[src/rtl/data_path_mc.sv]
// Multi-cycle FETCH/DECODE/EXEC/MEM/WB datapath. Control signals come from an
// external decoder that watches instr_out; this block only sequences and computes.
module data_path_mc #(
    parameter int              XLEN     = 32,
    parameter logic [XLEN-1:0] RESET_PC = '0
) (
    input  logic            clk,
    input  logic            reset_n,
    input  logic            write_ctrl,
    input  logic            operand_ctrl,
    input  logic            load_ctrl,
    input  logic            store_ctrl,
    input  logic            branch_flag,
    input  logic [3:0]      ctrl_op,
    output logic [31:0]     instr_out,
    output logic            imem_req,
    output logic [XLEN-1:0] imem_addr,
    input  logic            imem_ready,
    input  logic [31:0]     imem_rdata,
    output logic            dmem_req,
    output logic            dmem_we,
    output logic [XLEN-1:0] dmem_addr,
    output logic [XLEN-1:0] dmem_wdata,
    input  logic            dmem_ready,
    input  logic [XLEN-1:0] dmem_rdata,
    output logic            retire,
    output logic [XLEN-1:0] pc_out
);
    localparam int SHW = $clog2(XLEN);

    localparam logic [2:0] S_FETCH  = 3'd0;
    localparam logic [2:0] S_DECODE = 3'd1;
    localparam logic [2:0] S_EXEC   = 3'd2;
    localparam logic [2:0] S_MEM    = 3'd3;
    localparam logic [2:0] S_WB     = 3'd4;

    logic [2:0]        state;
    logic [XLEN-1:0]   pc, imm, alu_res, load_data;
    logic [4:0]        rs1, rs2, rd;
    logic [XLEN-1:0]   regs [32];
    logic [XLEN-1:0]   rs1_val, rs2_val, op_b, alu_out, imm_dec;
    logic signed [31:0] imm32;
    logic              taken;
    logic              unused_opcode;

    // Opcode is decoded outside this block.
    assign unused_opcode = ^instr_out[6:0];

    assign rd         = instr_out[11:7];
    assign rs1_val    = (rs1 == 5'd0) ? '0 : regs[rs1];
    assign rs2_val    = (rs2 == 5'd0) ? '0 : regs[rs2];
    assign op_b       = operand_ctrl ? imm : rs2_val;
    assign imem_addr  = pc;
    assign pc_out     = pc;
    assign dmem_addr  = alu_res;
    assign dmem_wdata = rs2_val;

    always_comb begin
        imm32 = {{20{instr_out[31]}}, instr_out[31:20]};
        if (branch_flag)
            imm32 = {{19{instr_out[31]}}, instr_out[31], instr_out[7],
                     instr_out[30:25], instr_out[11:8], 1'b0};
        else if (store_ctrl)
            imm32 = {{20{instr_out[31]}}, instr_out[31:25], instr_out[11:7]};
    end

    assign imm_dec = XLEN'(imm32);

    always_comb begin
        alu_out = '0;
        case (ctrl_op)
            4'b0000: alu_out = rs1_val + op_b;
            4'b0001: alu_out = rs1_val - op_b;
            4'b0010: alu_out = rs1_val & op_b;
            4'b0011: alu_out = rs1_val | op_b;
            4'b0100: alu_out = rs1_val ^ op_b;
            4'b0101: alu_out = rs1_val << op_b[SHW-1:0];
            4'b0110: alu_out = rs1_val >> op_b[SHW-1:0];
            4'b0111: alu_out = $unsigned($signed(rs1_val) >>> op_b[SHW-1:0]);
            4'b1000: alu_out = {{(XLEN-1){1'b0}}, $signed(rs1_val) < $signed(op_b)};
            4'b1001: alu_out = {{(XLEN-1){1'b0}}, rs1_val < op_b};
            default: alu_out = '0;
        endcase
    end

    // Branch compare works on register values, independent of the ALU op.
    always_comb begin
        case (instr_out[14:12])
            3'b000:  taken = (rs1_val == rs2_val);
            3'b001:  taken = (rs1_val != rs2_val);
            3'b100:  taken = ($signed(rs1_val) <  $signed(rs2_val));
            3'b101:  taken = ($signed(rs1_val) >= $signed(rs2_val));
            3'b110:  taken = (rs1_val <  rs2_val);
            3'b111:  taken = (rs1_val >= rs2_val);
            default: taken = 1'b0;
        endcase
    end

    always_ff @(posedge clk or negedge reset_n) begin
        if (!reset_n) begin
            state     <= S_FETCH;
            pc        <= RESET_PC;
            instr_out <= '0;
            imem_req  <= 1'b0;
            dmem_req  <= 1'b0;
            dmem_we   <= 1'b0;
            retire    <= 1'b0;
            rs1       <= '0;
            rs2       <= '0;
            imm       <= '0;
            alu_res   <= '0;
            load_data <= '0;
        end else begin
            retire <= 1'b0;
            case (state)
                S_FETCH: begin
                    // After reset the request is raised on the first edge.
                    if (!imem_req) begin
                        imem_req <= 1'b1;
                    end else if (imem_ready) begin
                        instr_out <= imem_rdata;
                        imem_req  <= 1'b0;
                        state     <= S_DECODE;
                    end
                end
                S_DECODE: begin
                    rs1   <= instr_out[19:15];
                    rs2   <= instr_out[24:20];
                    imm   <= imm_dec;
                    state <= S_EXEC;
                end
                S_EXEC: begin
                    alu_res <= alu_out;
                    if (load_ctrl || store_ctrl) begin
                        dmem_req <= 1'b1;
                        dmem_we  <= store_ctrl;
                        state    <= S_MEM;
                    end else begin
                        retire <= 1'b1;
                        state  <= S_WB;
                    end
                end
                S_MEM: begin
                    if (dmem_req && dmem_ready) begin
                        load_data <= dmem_rdata;
                        dmem_req  <= 1'b0;
                        dmem_we   <= 1'b0;
                        retire    <= 1'b1;
                        state     <= S_WB;
                    end
                end
                S_WB: begin
                    pc       <= (branch_flag && taken) ? pc + imm : pc + XLEN'(4);
                    imem_req <= 1'b1;
                    state    <= S_FETCH;
                end
                default: state <= S_FETCH;
            endcase
        end
    end

    always_ff @(posedge clk) begin
        if (state == S_WB && write_ctrl && rd != 5'd0)
            regs[rd] <= load_ctrl ? load_data : alu_res;
    end
endmodule

[config.mk]
export PLATFORM = sky130hd
export DESIGN_NAME = data_path_mc
export DESIGN_NICKNAME = d
export VERILOG_FILES = /design/src/rtl/data_path_mc.sv
export SDC_FILE = /design/constraint.sdc
export NUM_CORES = 2
export LEC_CHECK = 0
export BUFFER_PORTS_ARGS = -buffer_cell sky130_fd_sc_hd__buf_2
export CAP_MARGIN = 20
export CORE_UTILIZATION = 25
export CTS_CLUSTER_DIAMETER = 150
export CTS_CLUSTER_SIZE = 8
export DETAILED_ROUTE_END_ITERATION = 16
export SETUP_SLACK_MARGIN = 0.4
export SYNTH_ARGS = -nofsm -noshare
export SYNTH_HDL_FRONTEND = slang
export SYNTH_SLANG_ARGS = --single-unit
[constraint.sdc]
create_clock -name clk -period 6.37 [get_ports clk]
set_input_delay 0.3185 -clock clk [delete_from_list [all_inputs] [get_ports clk]]
set_output_delay 0.3185 -clock clk [all_outputs]
set_load 0.01 [all_outputs]
Word-level counts from Yosys, hierarchy flattened
Memory sizes are Yosys's and may differ from the RTL's.
Cells that the tools add are included.
- $add $sub $neg: 4
- $lt $le $gt $ge: 6
- equal/unequal tests: 24
- shifts and indexed selects: 3
- mux-type cells: 27
- bitwise operators: 3
- reduce and logical (&&, ||, !) cells: 17
- operators with widths (operator ; count):
    one-hot mux 32 bit (10 select lines) ; 1
    two-way mux 32 bit ; 5
    less-than comparator 32 bit ; 4
    adder 32 bit ; 2
    >= comparator 32 bit ; 2
    adder 32 x 3 -> 32 bit (second input constant) ; 1
    bitwise AND 32 bit ; 1
    == test 32 bit ; 1
    != test 32 bit ; 1
    bitwise OR 32 bit ; 1
    left shift 32 x 5 -> 32 bit ; 1
    >> shifter 32 x 5 -> 32 bit ; 1
    >>> shifter 32 x 5 -> 32 bit ; 1
    subtractor 32 bit ; 1
    bitwise XOR 32 bit ; 1
    == test 4 x 3 -> 1 bit (second input constant) ; 4
    == test 3 bit (second input constant) ; 5
    two-way mux 12 bit ; 1
    two-way mux 3 bit ; 4
    one-hot mux 3 bit (4 select lines) ; 1
    logical NOT 5 bit ; 2
    two-way mux 1 bit ; 9
    AND reduction 3 bit ; 3
    == test 4 x 2 -> 1 bit (second input constant) ; 2
    other kinds (15) ; 29
- register bits after elaboration: 158
- memory bits (writable): 1024
- input bits: 77
- output and inout bits: 164
- memories kept: 1
- memory list (memory ; depth ; bits a word ; read ports ; clocked after Yosys merged registers in ; wr ports ; line ; RTL):
    regs ; 32 ; 32 ; 2 ; 0 ; 1 ; 40 ; logic [XLEN-1:0] regs [32];

Longest topological paths before layout
- depth after elaboration: 6
- mapped depth: 27

Least setup slack after synthesis
Ideal clock, no wire load.
- path type: register to register
- start: register rs2[0]
- end: register alu_res[24] (netlist: dmem_addr[24])
- setup time: 0.138 ns
- arrival time: 6.013 ns
- slack: 0.219 ns
- stages on the path, launching flop included: 27
- cell sequence: dfrtp_1 -> buf_6 -> buf_6 -> buf_6 -> buf_6 -> buf_4 -> buf_2 -> buf_2 -> buf_2 -> mux4_2 -> mux4_2 -> nand2_1 -> nand2_1 -> nand2_1 -> o21ai_0 -> ha_1 -> nor3b_1 -> a2111oi_1 -> o221ai_1 -> a21oi_1 -> nor2b_1 -> o21ai_0 -> a211oi_1 -> xor2_1 -> nor2_1 -> a2111oi_2 -> a31oi_1
- longest elaborated chain between the ends: 5
- ends and longest elaborated chain (item ; line ; RTL):
    from (decl) ; 39 ; logic [4:0] rs1, rs2, rd;
    from (signal assigned) ; 128 ; rs2 <= instr_out[24:20];
    memory read (32 x 32 bit) or logical NOT 5 bit (tied branches) ; -- ;
    two-way mux 32 bit * ; 51 ; assign rs2_val = (rs2 == 5'd0) ? '0 : regs[rs2];
    two-way mux 32 bit * ; 52 ; assign op_b = operand_ctrl ? imm : rs2_val;
    subtractor 32 bit, or another cell as far along ; 73 ; 4'b0001: alu_out = rs1_val - op_b;
    one-hot mux 32 bit (10 select lines) * ; 71 ; case (ctrl_op)
    to (signal assigned) ; 133 ; alu_res <= alu_out;
    to (decl) ; 38 ; logic [XLEN-1:0] pc, imm, alu_res, load_data;
Mark *: on every way between the ends. The rest lies on a longest branch, timed or not.
A chain may end at the register's enable or synchronous reset.

Final worst setup path
- start: register rs1[0]
- end: register pc[26] (netlist: imem_addr[26])
- longest elaborated chain between the ends: 6
- ends and longest elaborated chain (item ; line ; RTL):
    from (decl) ; 39 ;
    from (signal assigned) ; 127 ; rs1 <= instr_out[19:15];
    memory read (32 x 32 bit) or logical NOT 5 bit (tied branches) ; -- ;
    two-way mux 32 bit * ; 50 ; assign rs1_val = (rs1 == 5'd0) ? '0 : regs[rs1];
    >= comparator 32 bit, or another cell as far along ; 94 ; 3'b111: taken = (rs1_val >= rs2_val);
    one-hot mux 1 bit (6 select lines) * ; 88 ; case (instr_out[14:12])
    logical AND 1 bit * ; 153 ; pc <= (branch_flag && taken) ? pc + imm : pc + XLEN'(4);
    two-way mux 32 bit * ; 153 ;
    to (signal assigned) ; 153 ;
    to (decl) ; 38 ;
Marks and branches as above.

==> impl_metrics.json <==
{
  "status": "complete, no violations",
  "io_pins": 241,
  "die_x_um": 520,
  "vias": 51115,
  "worstSetupPathType": "reg2reg",
  "worstMarginPinSlew_ns": 1.23,
  "totalWireLength_um": 276000,
  "crit_fanout": 26,
  "synth_edf_count": 1024,
  "ctsLongestPathBuffers": 3,
  "drtIter0Drc": 7199,
  "yosysUniqueCellTypes": 120,
  "min_period_ns": 5.92,
  "synth-async-reset-ratio_pct": 13.4,
  "route.detailed.drc": 0,
  "drive_gt1_share_pct": 29.4,
  "die_h_um": 520,
  "cts.sinks": 1182,
  "dp.cells": 8653,
  "postLayoutCellArea_mm2": 0.0802,
  "numCtsBuffers": 165,
  "place_area_mm2": 0.0740,
  "start_util_pct": 25.2,
  "period_share_pct": 92.9,
  "reg2reg_depth": 24,
  "cap_violations": 0,
  "syn_inst": 4873,
  "h-tree-depth": 4,
  "via_per_inst": 5.69,
  "place_congestion": 0.977,
  "grt_pass1_wl_um": 380000,
  "syn_area_mm2": 0.0672,
  "ys_warn_count": 0,
  "ys_seq_elements": 1182,
  "dieArea_mm2": 0.271,
  "clock_latency_ns": 0.81,
  "antenna_found_initial": 16,
  "area_growth_pct": 19.3,
  "grt_pass1_vias": 49091,
  "setup_violations": 0,
  "core_area_mm2": 0.266,
  "worstPathArrival_ns": 6.59,
  "clock_skew_ns": 0.0388,
  "cts_tree": "built",
  "max_freq_mhz": 169,
  "numPortBuffers": 240,
  "rsz0062_at_grt": "yes",
  "dpl.hpwl_um": 187000,
  "cp.required_ns": 7.04,
  "postSynthAreaPerCell_um2": 13.8,
  "final_common_cell": "edfxtp_1",
  "layout_common_cells": "edfxtp_1 (1024), mux4_2 (445), buf_4 (335)",
  "ant_nets": 0,
  "rows": 189,
  "hold_class": "in2reg",
  "hold_depth": 6,
  "first_pass_iters": 8,
  "grt_max_degree": 65,
  "synthFlopType": "edfxtp_1",
  "maxSlewViolCount": 0,
  "start_kind": "flip-flop",
  "endpoint_kind": "flip-flop",
  "cts_root_buf": "clkbuf_16",
  "reg2reg_slack_ns": 0.45,
  "clk_pin_slew_ns": 0.06,
  "regArea_mm2": 0.0347,
  "grt_usage_pct": 19.6,
  "hold_ws_ns": 0.0947,
  "gr-total-overflow": 0,
  "wire_per_inst_um": 30.7,
  "multi_input_area_mm2": 0.0303,
  "relSlewSlack_pct": 17.9,
  "finalHoldViolations": 0,
  "seq_area_frac_synth_pct": 51.7,
  "fill_cells": 26516,
  "layout.cells.non_filler": 8981,
  "fin_nets": 5635
}
synthesized netlist by cell type, types with 12 or more instances:
library cell / instances / area, um2
and2_1: 29 / 181
o22ai_1: 77 / 482
dfrtp_1: 158 / 3950
o21ai_0: 177 / 886
nand3_1: 104 / 521
a22o_1: 19 / 166
buf_4: 68 / 510
nor3_1: 54 / 270
ha_1: 162 / 2030
a211oi_1: 45 / 338
mux2i_1: 229 / 2290
nand4_1: 28 / 175
o21a_1: 32 / 240
xnor2_1: 28 / 245
nor4_2: 12 / 150
edfxtp_1: 1024 / 30700
mux4_1: 27 / 709
nand3b_1: 13 / 97.6
buf_2: 84 / 420
nand2_1: 310 / 1160
inv_1: 131 / 492
a21o_1: 40 / 300
mux4_2: 445 / 10000
buf_1: 30 / 113
a31oi_1: 41 / 257
clkbuf_1: 141 / 529
nor4_1: 62 / 388
nor2_1: 271 / 1020
nand2b_1: 23 / 144
a21oi_1: 252 / 1260
o31ai_1: 12 / 90.1
and3_1: 27 / 169
buf_6: 35 / 394
or3_1: 25 / 156
buf_12: 16 / 320
o21bai_1: 20 / 150
mux2_2: 173 / 1950
o221ai_1: 33 / 289
o211ai_1: 22 / 165
o21ai_1: 26 / 130
o22a_1: 12 / 105
nor2b_1: 30 / 188
a221oi_1: 37 / 324
a22oi_1: 28 / 210
final cells by class:
cell class | count | area share, %
diodes | 5 | 0.0156
clock buffers | 206 | 5.41
clock inverters | 11 | 0.353
inverters | 143 | 0.679
multi-input cells | 3200 | 37.8
flip-flops and latches | 1182 | 43.3
well taps | 3533 | 5.51
repair buffers | 701 | 6.95
sequential cells by signal, indices dropped and copies added (netlist names), 3 cells and up:
register / count
imm: 13
dmem_addr: 32
imem_addr: 32
rs2: 5
instr_out: 32
rs1: 5
load_data: 32
state: 3
regs: 1024
worst paths after layout:
kind | to | startpoint
min in group asynchronous | imm[8] | reset_n
max reg2reg | imem_addr[26] | rs1[0]
max in group asynchronous | load_data[4] | reset_n
min reg2reg | instr_out[4] | instr_out[4]
min | dmem_addr[0] | ctrl_op[2]
max | imem_addr[26] | rs1[0]
metal layers:
metal	share of wire, %	vias up	track usage, %
met5	0.039	-	0
met4	6.2	14	10.8
met3	10	697	4.37
met2	45	3522	30.7
met1	38	26348	25.1
li1	-	20534	-
worst max-delay path: stages, from the launching register on:
cell and delay [ns]:
dfrtp_4 0.52, buf_4 0.16, buf_12 0.11, buf_8 0.29, mux4_2 0.56, mux2_2 0.29, nor4_1 0.32, nor4_1 0.15
buf_4 0.19, and2_1 0.20, ha_1 0.30, nand4_1 0.16, nor2_1 0.16, buf_4 0.16, nand4_1 0.13, a211o_1 0.35
nand4_1 0.20, o21ai_0 0.16, a2111o_1 0.43, nand4b_1 0.20, buf_12 0.19, buf_12 0.13, nand2_1 0.11, o22ai_1 0.20
a21oi_1 0.10
cell families (layout without fill, tap and decap cells):
group	count (synthesis)	count (layout)	share of synthesized area, %
flip-flops	1182	1182	51.7
multiplexers	880	880	22.4
other	1	37	0.00558
AND/OR/NAND/NOR	1046	1046	7.62
buffers and inverters	522	1061	4.29
adder cells (fa/ha/maj)	165	165	3.11
XOR/XNOR	38	38	0.495
AO/OA/AOI/OAI	1039	1039	10.4
stage by stage:
step / util, % / worst slack (ns) / TNS (ns)
2_1_floorplan: - / 0.394 / 0
3_3_place_gp: 27.8 / 0.0277 / 0
3_5_place_dp: 27.8 / -0.0565 / -0.136
4_1_cts: 29.9 / 0.404 / 0
5_1_grt: 30.1 / 0.316 / 0
6_report: 30.1 / 0.454 / 0
what timing repair did:
item / 4_1_cts / 5_1_grt
resized for setup: 10 / 62
setup endpoints to repair: 44 / 47
pin swaps: 1 / 6
endpoints found under the hold margin: 116 / 0
hold buffers: 70 / 0
setup buffers: 9 / 20
cloned: 0 / 5
Power is not shown: default switching activity piles up to over one toggle a cycle in this logic, so the estimate is an artifact.
